==> src/rtl/fetch_unit.sv <==
// fetch_unit: instruction-fetch initiator for a synchronous-read instruction
// memory. Owns the PC, issues one word address per cycle, tracks the
// single-cycle read latency and buffers returned words in a small FIFO that
// feeds decode over valid/ready. Redirects flush wrong-path data.
// Optional build macro FETCH_PERF_CNT_EN adds fetched/stall counters.
module fetch_unit #(
  parameter int unsigned FIFO_DEPTH = 2,
  parameter logic [31:0] RESET_PC   = 32'h0000_0000
) (
  input  logic        clk,
  input  logic        rst_n,
  output logic [31:0] imem_addr_out,
  input  logic [31:0] imem_data_in,
  input  logic        redirect_valid_in,
  input  logic [31:0] redirect_pc_in,
  output logic        inst_valid_out,
  input  logic        inst_ready_in,
  output logic [31:0] inst_out,
  output logic [31:0] inst_pc_out
`ifdef FETCH_PERF_CNT_EN
  ,
  output logic [31:0] fetched_count_out,
  output logic [31:0] stall_count_out
`endif
);

  localparam int unsigned PW = $clog2(FIFO_DEPTH);
  localparam int unsigned CW = $clog2(FIFO_DEPTH + 1);
  localparam int unsigned OW = CW + 1;

  logic [31:0]   pc_q;
  logic [31:0]   req_pc_q;
  logic          req_q;
  logic [31:0]   fifo_inst [FIFO_DEPTH];
  logic [31:0]   fifo_pc   [FIFO_DEPTH];
  logic [PW-1:0] rd_ptr;
  logic [PW-1:0] wr_ptr;
  logic [CW-1:0] count;

  logic [31:0]   target;
  logic          redirect;
  logic          pop;
  logic          push;
  logic          credit;
  logic [OW-1:0] occupancy;

  assign target   = {redirect_pc_in[31:2], 2'b00};
  // Gated by rst_n so the address stays at RESET_PC throughout reset.
  assign redirect = redirect_valid_in & rst_n;

  assign inst_valid_out = (count != '0);
  assign inst_out       = fifo_inst[rd_ptr];
  assign inst_pc_out    = fifo_pc[rd_ptr];
  assign imem_addr_out  = redirect ? target : pc_q;

  // Handshake, response acceptance and issue credit.
  // Occupancy counts the in-flight word so issuing never overruns the FIFO.
  always_comb begin
    pop       = inst_valid_out & inst_ready_in;
    push      = req_q & ~redirect;
    occupancy = OW'(count) + OW'(req_q) - OW'(pop);
    credit    = (occupancy < OW'(FIFO_DEPTH));
  end

  // PC, in-flight request tracking and FIFO pointers; redirect has priority.
  always_ff @(posedge clk or negedge rst_n) begin
    if (!rst_n) begin
      pc_q     <= RESET_PC;
      req_q    <= 1'b0;
      req_pc_q <= '0;
      rd_ptr   <= '0;
      wr_ptr   <= '0;
      count    <= '0;
    end else if (redirect) begin
      pc_q     <= target + 32'd4;
      req_q    <= 1'b1;
      req_pc_q <= target;
      rd_ptr   <= '0;
      wr_ptr   <= '0;
      count    <= '0;
    end else begin
      if (credit) begin
        req_q    <= 1'b1;
        req_pc_q <= pc_q;
        pc_q     <= pc_q + 32'd4;
      end else begin
        req_q    <= 1'b0;
      end
      if (push) wr_ptr <= wr_ptr + 1'b1;
      if (pop)  rd_ptr <= rd_ptr + 1'b1;
      count <= count + CW'(push) - CW'(pop);
    end
  end

  // Instruction buffer storage; cleared on reset so the head is never X.
  always_ff @(posedge clk or negedge rst_n) begin
    if (!rst_n) begin
      for (int unsigned i = 0; i < FIFO_DEPTH; i++) begin
        fifo_inst[i] <= '0;
        fifo_pc[i]   <= '0;
      end
    end else if (push) begin
      fifo_inst[wr_ptr] <= imem_data_in;
      fifo_pc[wr_ptr]   <= req_pc_q;
    end
  end

`ifdef FETCH_PERF_CNT_EN
  // Delivered-instruction and decode-stall counters; redirects leave them alone.
  always_ff @(posedge clk or negedge rst_n) begin
    if (!rst_n) begin
      fetched_count_out <= '0;
      stall_count_out   <= '0;
    end else begin
      if (pop) fetched_count_out <= fetched_count_out + 32'd1;
      if (inst_valid_out && !inst_ready_in) stall_count_out <= stall_count_out + 32'd1;
    end
  end
`endif

endmodule

==> config.mk <==
export PLATFORM = sky130hd
export DESIGN_NAME = fetch_unit
export DESIGN_NICKNAME = d
export VERILOG_FILES = /design/src/rtl/fetch_unit.sv
export SDC_FILE = /design/constraint.sdc
export NUM_CORES = 1
export LEC_CHECK = 0
export ABC_AREA = 1
export CAP_MARGIN = 20
export CORE_UTILIZATION = 27
export CTS_CLUSTER_SIZE = 12
export DETAILED_ROUTE_END_ITERATION = 7
export PLACE_DENSITY = 0.46
export SYNTH_ARGS = -nofsm -noshare
export SYNTH_HDL_FRONTEND = slang
export SYNTH_SLANG_ARGS = --single-unit
==> constraint.sdc <==
create_clock -name clk -period 7.2 [get_ports clk]
set_input_delay 1.8 -clock clk [delete_from_list [all_inputs] [get_ports clk]]
set_output_delay 1.8 -clock clk [all_outputs]
set_load 0.01 [all_outputs]
### Word level (Yosys, flattened, before mapping)

Cells that the tools add are included.

* output and inout bits: 97
* bits of input ports: 68
* flip-flop bits (word level): 197

* add/subtract/negate cells: 8
* order comparisons: 4
* multiplexer cells: 22
* reduce and logical (&&, ||, !) cells: 5
* bitwise logic cells: 6

Operators by type and width (count)
* $mux 32: 12
* $bwmux 64: 2
* $add 32x3->32 const B: 2
* $demux 32 s1: 1
* $reduce_bool 2->1: 4
* $mux 1: 6
* $ge 2x2->1 const B: 2
* $not 1->2: 2
* $add 2x1->3: 1
* $and 1x1->1: 3
* $lt 3x2->1 const B: 1
* $sub 3x1->3: 1
* $add 1x1->1 const B: 2
* $add 2x1->2: 1
* $lt 2x1->1 const B: 1
* $mux 2: 1
* $sub 2x1->2: 1
* $logic_and 1x1->1: 1
* $not 1->1: 1

### Logic depth before layout (Yosys ltp)

Gate-level depths: netlist of run 1.

* word-level depth: 6
* gate-level depth with buffers: 15
* depth with buffers taken out: 14

### Worst setup path after synthesis of run 1

OpenSTA, ideal clock, no wires.

* path type: in2out
* start: input port redirect_valid_in
* end: output port imem_addr_out[30]
* path buffers: 3
* slack: 2.930 ns
* arrival time: 2.470 ns
* stages on the path: 6
* required time: 5.400 ns
* cells stage by stage: buf_6 nand2_8 buf_12 buf_6 nand2_1 nand2_1

* cells in the longest elaborated chain, start to end: 2

Ends and longest elaborated chain
* from (decl): line 14 `input logic redirect_valid_in,`
* $and 1x1->1: line 49 `assign redirect = redirect_valid_in & rst_n;`
* $mux 32: line 54 `assign imem_addr_out = redirect ? target : pc_q;`
* to (decl): line 12 `output logic [31:0] imem_addr_out,`

No other way between the ends.

### Final worst setup path of run 1

Ends and elaborated chain as after synthesis.

==> results.cfg, run 1 <==
[worst_setup_path]
crit_start = redirect_valid_in
end_kind = primary output
reg2reg_depth = 14
rr_endpoint = pc_q[23]$_DFFE_PN0P_
crit_arrival_ns = 4.25
critPathMaxFanout = 42
critPathRequiredTime_ns = 5.40
critPathKind = in -> out
startpoint_type = input pin
r2r_start = count[1]$_DFF_PN0_
rrSetupSlack_ns = 3.81

[synth]
syn_area_um2 = 9350
synth.avg_cell_area_um2 = 7.86
synth_cell_types = 40
async_reset_ff_share_pct = 100
syn_inst = 1190
seq_area_frac_synth_pct = 50.6
synthTopCellsByArea = dfrtp_1, nand2_1, o21ai_0
synth_top_area_share_pct = 50.6
ys_ff_latch = 189
yosysWarnings = 0
synth_edf_count = 0
post-synth-top-count-cell = nand2_1
yosysTopAreaCell = dfrtp_1
synthFlopType = dfrtp_1
synth_commonest_cells = nand2_1, dfrtp_1, o21ai_0

[finish]
fillers = 3561
drive_gt1_share_pct = 8.66
syn2layout_area_growth_pct = 26.8
register_area_um2 = 4730
diodes = 0
multi_input_area_um2 = 3910
finalNetCount = 1386

[global_routing]
grt_overflow = 0
grt_pass1_vias = 7645
antenna_found_initial = 1
grt_max_degree = 71
grt_first_pass_wirelength_um = 42500
grt_usage_pct = 15.2

[die]
core_um2 = 33800
die_y_um = 188
die_w_um = 188
ios = 165
initial_utilization_pct = 27.7
die-area_um2 = 35400
rows = 67

[run_status]
run_status = finished, final reports clean

[route]
ant_nets = 0
wire_per_inst_um = 14.5
viasPerCell = 4.31
routed_wl_um = 25700
vias = 7656
drc = 0
drt_pass1_iterations = 5
drt_iter0_markers = 436

[flow_run]
drv_cap = 0

[placed_design]
port_buffers = 158
place.gp.congestion = 0.824
dp_hpwl_um = 17000

[timing]
fmax_mhz = 165
slew-limit-headroom_pct = 42.5
timing.final.crit_share_pct = 84.0
final_hold_viol_count = 0
final.min_clock_period_ns = 6.05
tns_ns = 0
setup_viol = 0
rsz0062_at_grt = no
finalMaxSlewViolations = 0
skew_ns = 0.0164
whs_ns = 0.482
worst_pin_slew_ns = 0.863

[hold_path]
holdPathEnd = pc_q[3]$_DFFE_PN0P_
min_path_cells = 2
hold_path_class = reg -> reg
hold_path_startpoint = pc_q[3]$_DFFE_PN0P_

[pwr]
power_leakage_nw = 5.69
power_mw = 5.36
p_int_mw = 3.15
p_switching_mw = 2.21
power_frac_comb_pct = 47.7
vdd_drop_max_mv = 0.216
seqPwrFrac_pct = 33.3
switching_share_pct = 41.2
power.density_nw_per_um2 = 452
clkPwrFrac_pct = 19.0

[clock_network]
clk-insertion-delay-late_ns = 0.43
clkTransAtPathRegs_ns = 0.08
cts_tree = yes
root_buffer = clkbuf_16
cts_setup_buffers = 0
clockBufferDepth = 2
htree_levels = 4
postCtsHoldBufs = 0
ctsResizeCount = 0
numCtsBuffers = 17
clock_sinks = 189
-- cells in the final DEF (no fill, tap or decap), types with 4 or more instances in the layout --
master | Yosys | layout
nand2_4 | 11 | 13
o21ai_0 | 149 | 149
inv_6 | 1 | 4
o21bai_1 | 6 | 6
buf_4 | 6 | 9
clkbuf_16 | 0 | 17
a21oi_1 | 11 | 11
nand3_1 | 59 | 59
nor2_2 | 10 | 10
nor2_4 | 8 | 8
conb_1 | 1 | 4
nand2_1 | 473 | 471
dfrtp_1 | 189 | 188
o211ai_1 | 7 | 7
inv_1 | 97 | 97
inv_2 | 5 | 5
nor2_1 | 43 | 43
nand2_2 | 27 | 27
clkdlybuf4s50_1 | 0 | 157
-- sequential cells by signal, summed over array words and instances, names as in the netlist --
name,count
fifo_inst,64
fifo_pc,60
pc_q,30
req_pc_q,30
count,2
rd_ptr,1
req_q,1
wr_ptr,1
-- power groups by stage --
stage          combinational, mW  sequential, mW  clock [mW]
2_1_floorplan               1.55            1.75           0
3_3_place_gp                2.59            1.80           0
3_5_place_dp                2.61            1.80           0
4_1_cts                     2.62            1.78        1.05
5_1_grt                     2.91            1.84        1.10
6_report                    2.56            1.78        1.02
-- logic make-up after synthesis --
family	synth area share, %
and+or+nand+nor	29.9
DFF	50.6
AOI/OAI and AO/OA	10.7
buffers and inverters	7.97
xor gates and xnor gates	0.375
adders and majority gates	0.482
other	0.0401
-- routing by layer --
layer / routed length, um / part of all wire (%) / track usage (%) / vias up
li1: - / - / - / 3950
met1: 13500 / 53 / 22.6 / 3498
met2: 10900 / 42 / 22.6 / 184
met3: 982 / 3.8 / 2.77 / 22
met4: 322 / 1.3 / 3.41 / 2
met5: 13 / 0.050 / 0 / -
-- critical path: stages --
cell and delay, ns:
clkdlybuf4s50_1 0.92, nand2_8 0.35, inv_6 0.30, nand2_1 0.12, nand2_1 0.18, clkdlybuf4s50_1 0.57
-- stage by stage --
stage	std cells	instance area [um^2]	worst slack (ns)	util (%)
finish	1776	11900	1.15	35.1
global route	1776	11900	0.938	35.1
CTS	1776	11900	1.08	35.1
detailed placement	1744	11200	1.09	33.3
global placement	1744	11200	1.09	33.3
floorplan	1193	9370	2.93	-
-- how the worst max path moves through the flow --
stage | slack, ns | depth (start not counted) | to
floorplan | 2.93 | 6 | imem_addr_out[30]
global placement | 1.09 | 6 | imem_addr_out[30]
detailed placement | 1.09 | 6 | imem_addr_out[30]
CTS | 1.08 | 6 | imem_addr_out[30]
global route | 0.94 | 6 | imem_addr_out[30]
finish | 1.15 | 6 | imem_addr_out[30]
-- area by class of cell --
type,instances,area share [%]
Clock buffer,20,3.77
Clock inverter,12,1.49
Inverter,103,3.30
Multi-Input combinational cell,837,32.9
Sequential cell,189,39.9
Tap cell,448,4.72
Timing Repair Buffer,167,13.9
Power figures use the tool's default switching activity.
==> run 2: changes to the inputs <==
--- a/config.mk
+++ b/config.mk
@@ -10,7 +10,7 @@
 export CORE_UTILIZATION = 27
 export CTS_CLUSTER_SIZE = 12
 export DETAILED_ROUTE_END_ITERATION = 7
-export PLACE_DENSITY = 0.46
+export PLACE_DENSITY = 0.47
 export SYNTH_ARGS = -nofsm -noshare
 export SYNTH_HDL_FRONTEND = slang
 export SYNTH_SLANG_ARGS = --single-unit
==> constraint.sdc (replaced) <==
create_clock -name clk -period 5 [get_ports clk]
set_input_delay 1.25 -clock clk [delete_from_list [all_inputs] [get_ports clk]]
set_output_delay 1.25 -clock clk [all_outputs]
set_load 0.01 [all_outputs]
==> run 2 against run 1 <==
Clock skew is 0.0057 ns higher. Power up 42%. Core utilization decreased by 0.11 points. Via count up 0.43%. Clock power rose by 27%. Sequential share of layout area grew 0.13 points. Non-clock buffer count is 4 higher. Hold slack lost 0.0067 ns. Critical path type unchanged. Setup slack worse by 0.54 ns. Largest cell class unchanged. Final area is 0.32% lower. First-iteration DRC count increased by 26%. Sequential cell count stayed put.
==> results.cfg, run 2 (synthesis gave the netlist of run 1 again) <==
[global_routing]
grt_pass1_vias = 7588
use_met2_pct = 22.8
top_usage_layer = met2
grt_usage_pct = 15.1
grt_first_pass_wirelength_um = 42200
grt_overflow = 0
antenna_found_initial = 1
gr-usage-met1_pct = 22.1
groute.layer.met3.usage_pct = 2.79
grt_max_degree = 103

[finish]
final_cell_mix = nand2_1, dfrtp_1, clkdlybuf4s50_1, o21ai_0, inv_1
diodes = 0
reg.largest.list = fifo_inst x64, fifo_pc x60
register_area_um2 = 4730
largest_register_ff_count = 64
syn2layout_area_growth_pct = 26.4
multi_input_area_um2 = 3910
stdcell_count = 1779
layout_commonest_cell = nand2_1
drive_gt1_share_pct = 8.87
top_register = fifo_inst
fillers = 3602
finalNetCount = 1390
fin_area_um2 = 11800

[worst_setup_path]
end_kind = primary output
startpoint_type = input pin
crit_slowest_cell = clkdlybuf4s50_1
critPathMaxFanout = 31
worstPathCellList = clkdlybuf4s50_1 -> nand2_8 -> inv_6 -> nand2_1 -> nand2_1 -> clkdlybuf4s50_1
crit_arrival_ns = 3.14
crit_family = buffers and inverters
critPathMaxStageDelay_ns = 0.59
critPathRequiredTime_ns = 3.75
critPathKind = in -> out
critPathBufInv = 3

[clock_network]
htree_levels = 4
cts_tree = yes
clock_sinks = 189
clk-insertion-delay-late_ns = 0.43
numCtsBuffers = 17
postCtsHoldBufs = 0
clockBufferDepth = 2
cts_setup_buffers = 0
clkTransAtPathRegs_ns = 0.08
root_buffer = clkbuf_16
ctsResizeCount = 0

[die]
core_um2 = 33800
rows = 67
initial_utilization_pct = 27.7
die-area_um2 = 35400
die_y_um = 188
die_w_um = 188
ios = 165

[route]
routed_wl_um = 25700
drt_pass1_iterations = 6
drt_iter0_markers = 550
vias = 7689
viasPerCell = 4.32
wire_per_inst_um = 14.5
drc = 0
ant_nets = 0

[timing]
timing.final.crit_share_pct = 87.8
final.min_clock_period_ns = 4.39
final_hold_viol_count = 0
tns_ns = 0
rsz0062_at_grt = no
slew-limit-headroom_pct = 32.2
finalMaxSlewViolations = 0
setup_viol = 0
whs_ns = 0.475
fmax_mhz = 228
skew_ns = 0.0220
worst_pin_slew_ns = 1.02

[placed_design]
dpl.cell_count = 1748
placed_area_um2 = 11300
dp_hpwl_um = 17200
place.gp.congestion = 0.869
port_buffers = 158

[hold_path]
hold_path_class = reg -> reg

[pwr]
power.density_nw_per_um2 = 641
vdd_drop_max_mv = 0.459
power_leakage_nw = 5.67

[run_status]
run_status = finished, final reports clean

[flow_run]
drv_cap = 0
## run 2: changes by cell type in the layout (fill, tap and decap cells not counted), sizes merged
| cell | change |
|---|---|
| clkbuf | +1 |
| clkinvlp | +3 |
| inv | -3 |
| bufinv | -3 |
| clkinv | +1 |
| buf | +4 |
## run 2: where the power goes
part	switching (mW)	internal [mW]	total [mW]
clock	0.625	0.670	1.30
combinational	2.21	1.51	3.72
sequential	0.331	2.24	2.57
## run 2: worst register-to-register path, delay by kind of cell (launching register included)
family / cells / cell delay (ns)
compound gates: 2 / 0.18
fa+ha+maj: 1 / 0.42
simple gates: 8 / 1.05
buf+inv: 3 / 0.83
flops: 1 / 0.44
## run 2: metal layers
layer,vias up,share of wire [%],wire [um]
met1,3525,52,13200
met2,180,43,11100
li1,3967,-,-
met5,-,0.043,11
met3,15,4.4,1120
met4,2,0.82,211
## run 2: per-stage QoR
step	utilization [%]	total power [mW]	worst slack [ns]
finish	35.0	7.58	0.609
global route	35.0	8.29	0.497
CTS	35.0	7.73	0.579
detailed placement	33.4	6.38	0.577
global placement	33.4	6.33	0.595
floorplan	-	4.76	1.83
## run 2: worst paths after layout
kind | startpoint | endpoint | slack, ns | cells past startpoint
max | redirect_valid_in | imem_addr_out[30] | 0.61 | 6
min reg2reg | pc_q[3]$_DFFE_PN0P_ | pc_q[3]$_DFFE_PN0P_ | 0.48 | 2
min | pc_q[3]$_DFFE_PN0P_ | pc_q[3]$_DFFE_PN0P_ | 0.48 | 2
min in group asynchronous | rst_n | pc_q[23]$_DFFE_PN0P_ | 0.67 | 1
max in group asynchronous | rst_n | fifo_inst[50]$_DFFE_PN0P_ | 2.44 | 3
max reg2reg | count[1]$_DFF_PN0_ | pc_q[16]$_DFFE_PN0P_ | 1.97 | 14
## run 2: cell type report
| type | count | area share (%) |
|---|---|---|
| Sequential cell | 189 | 40.0 |
| Multi-Input combinational cell | 837 | 33.0 |
| Timing Repair Buffer | 171 | 14.3 |
| Tap cell | 448 | 4.74 |
| Clock buffer | 21 | 3.89 |
| Inverter | 103 | 3.31 |
| Clock inverter | 10 | 0.698 |
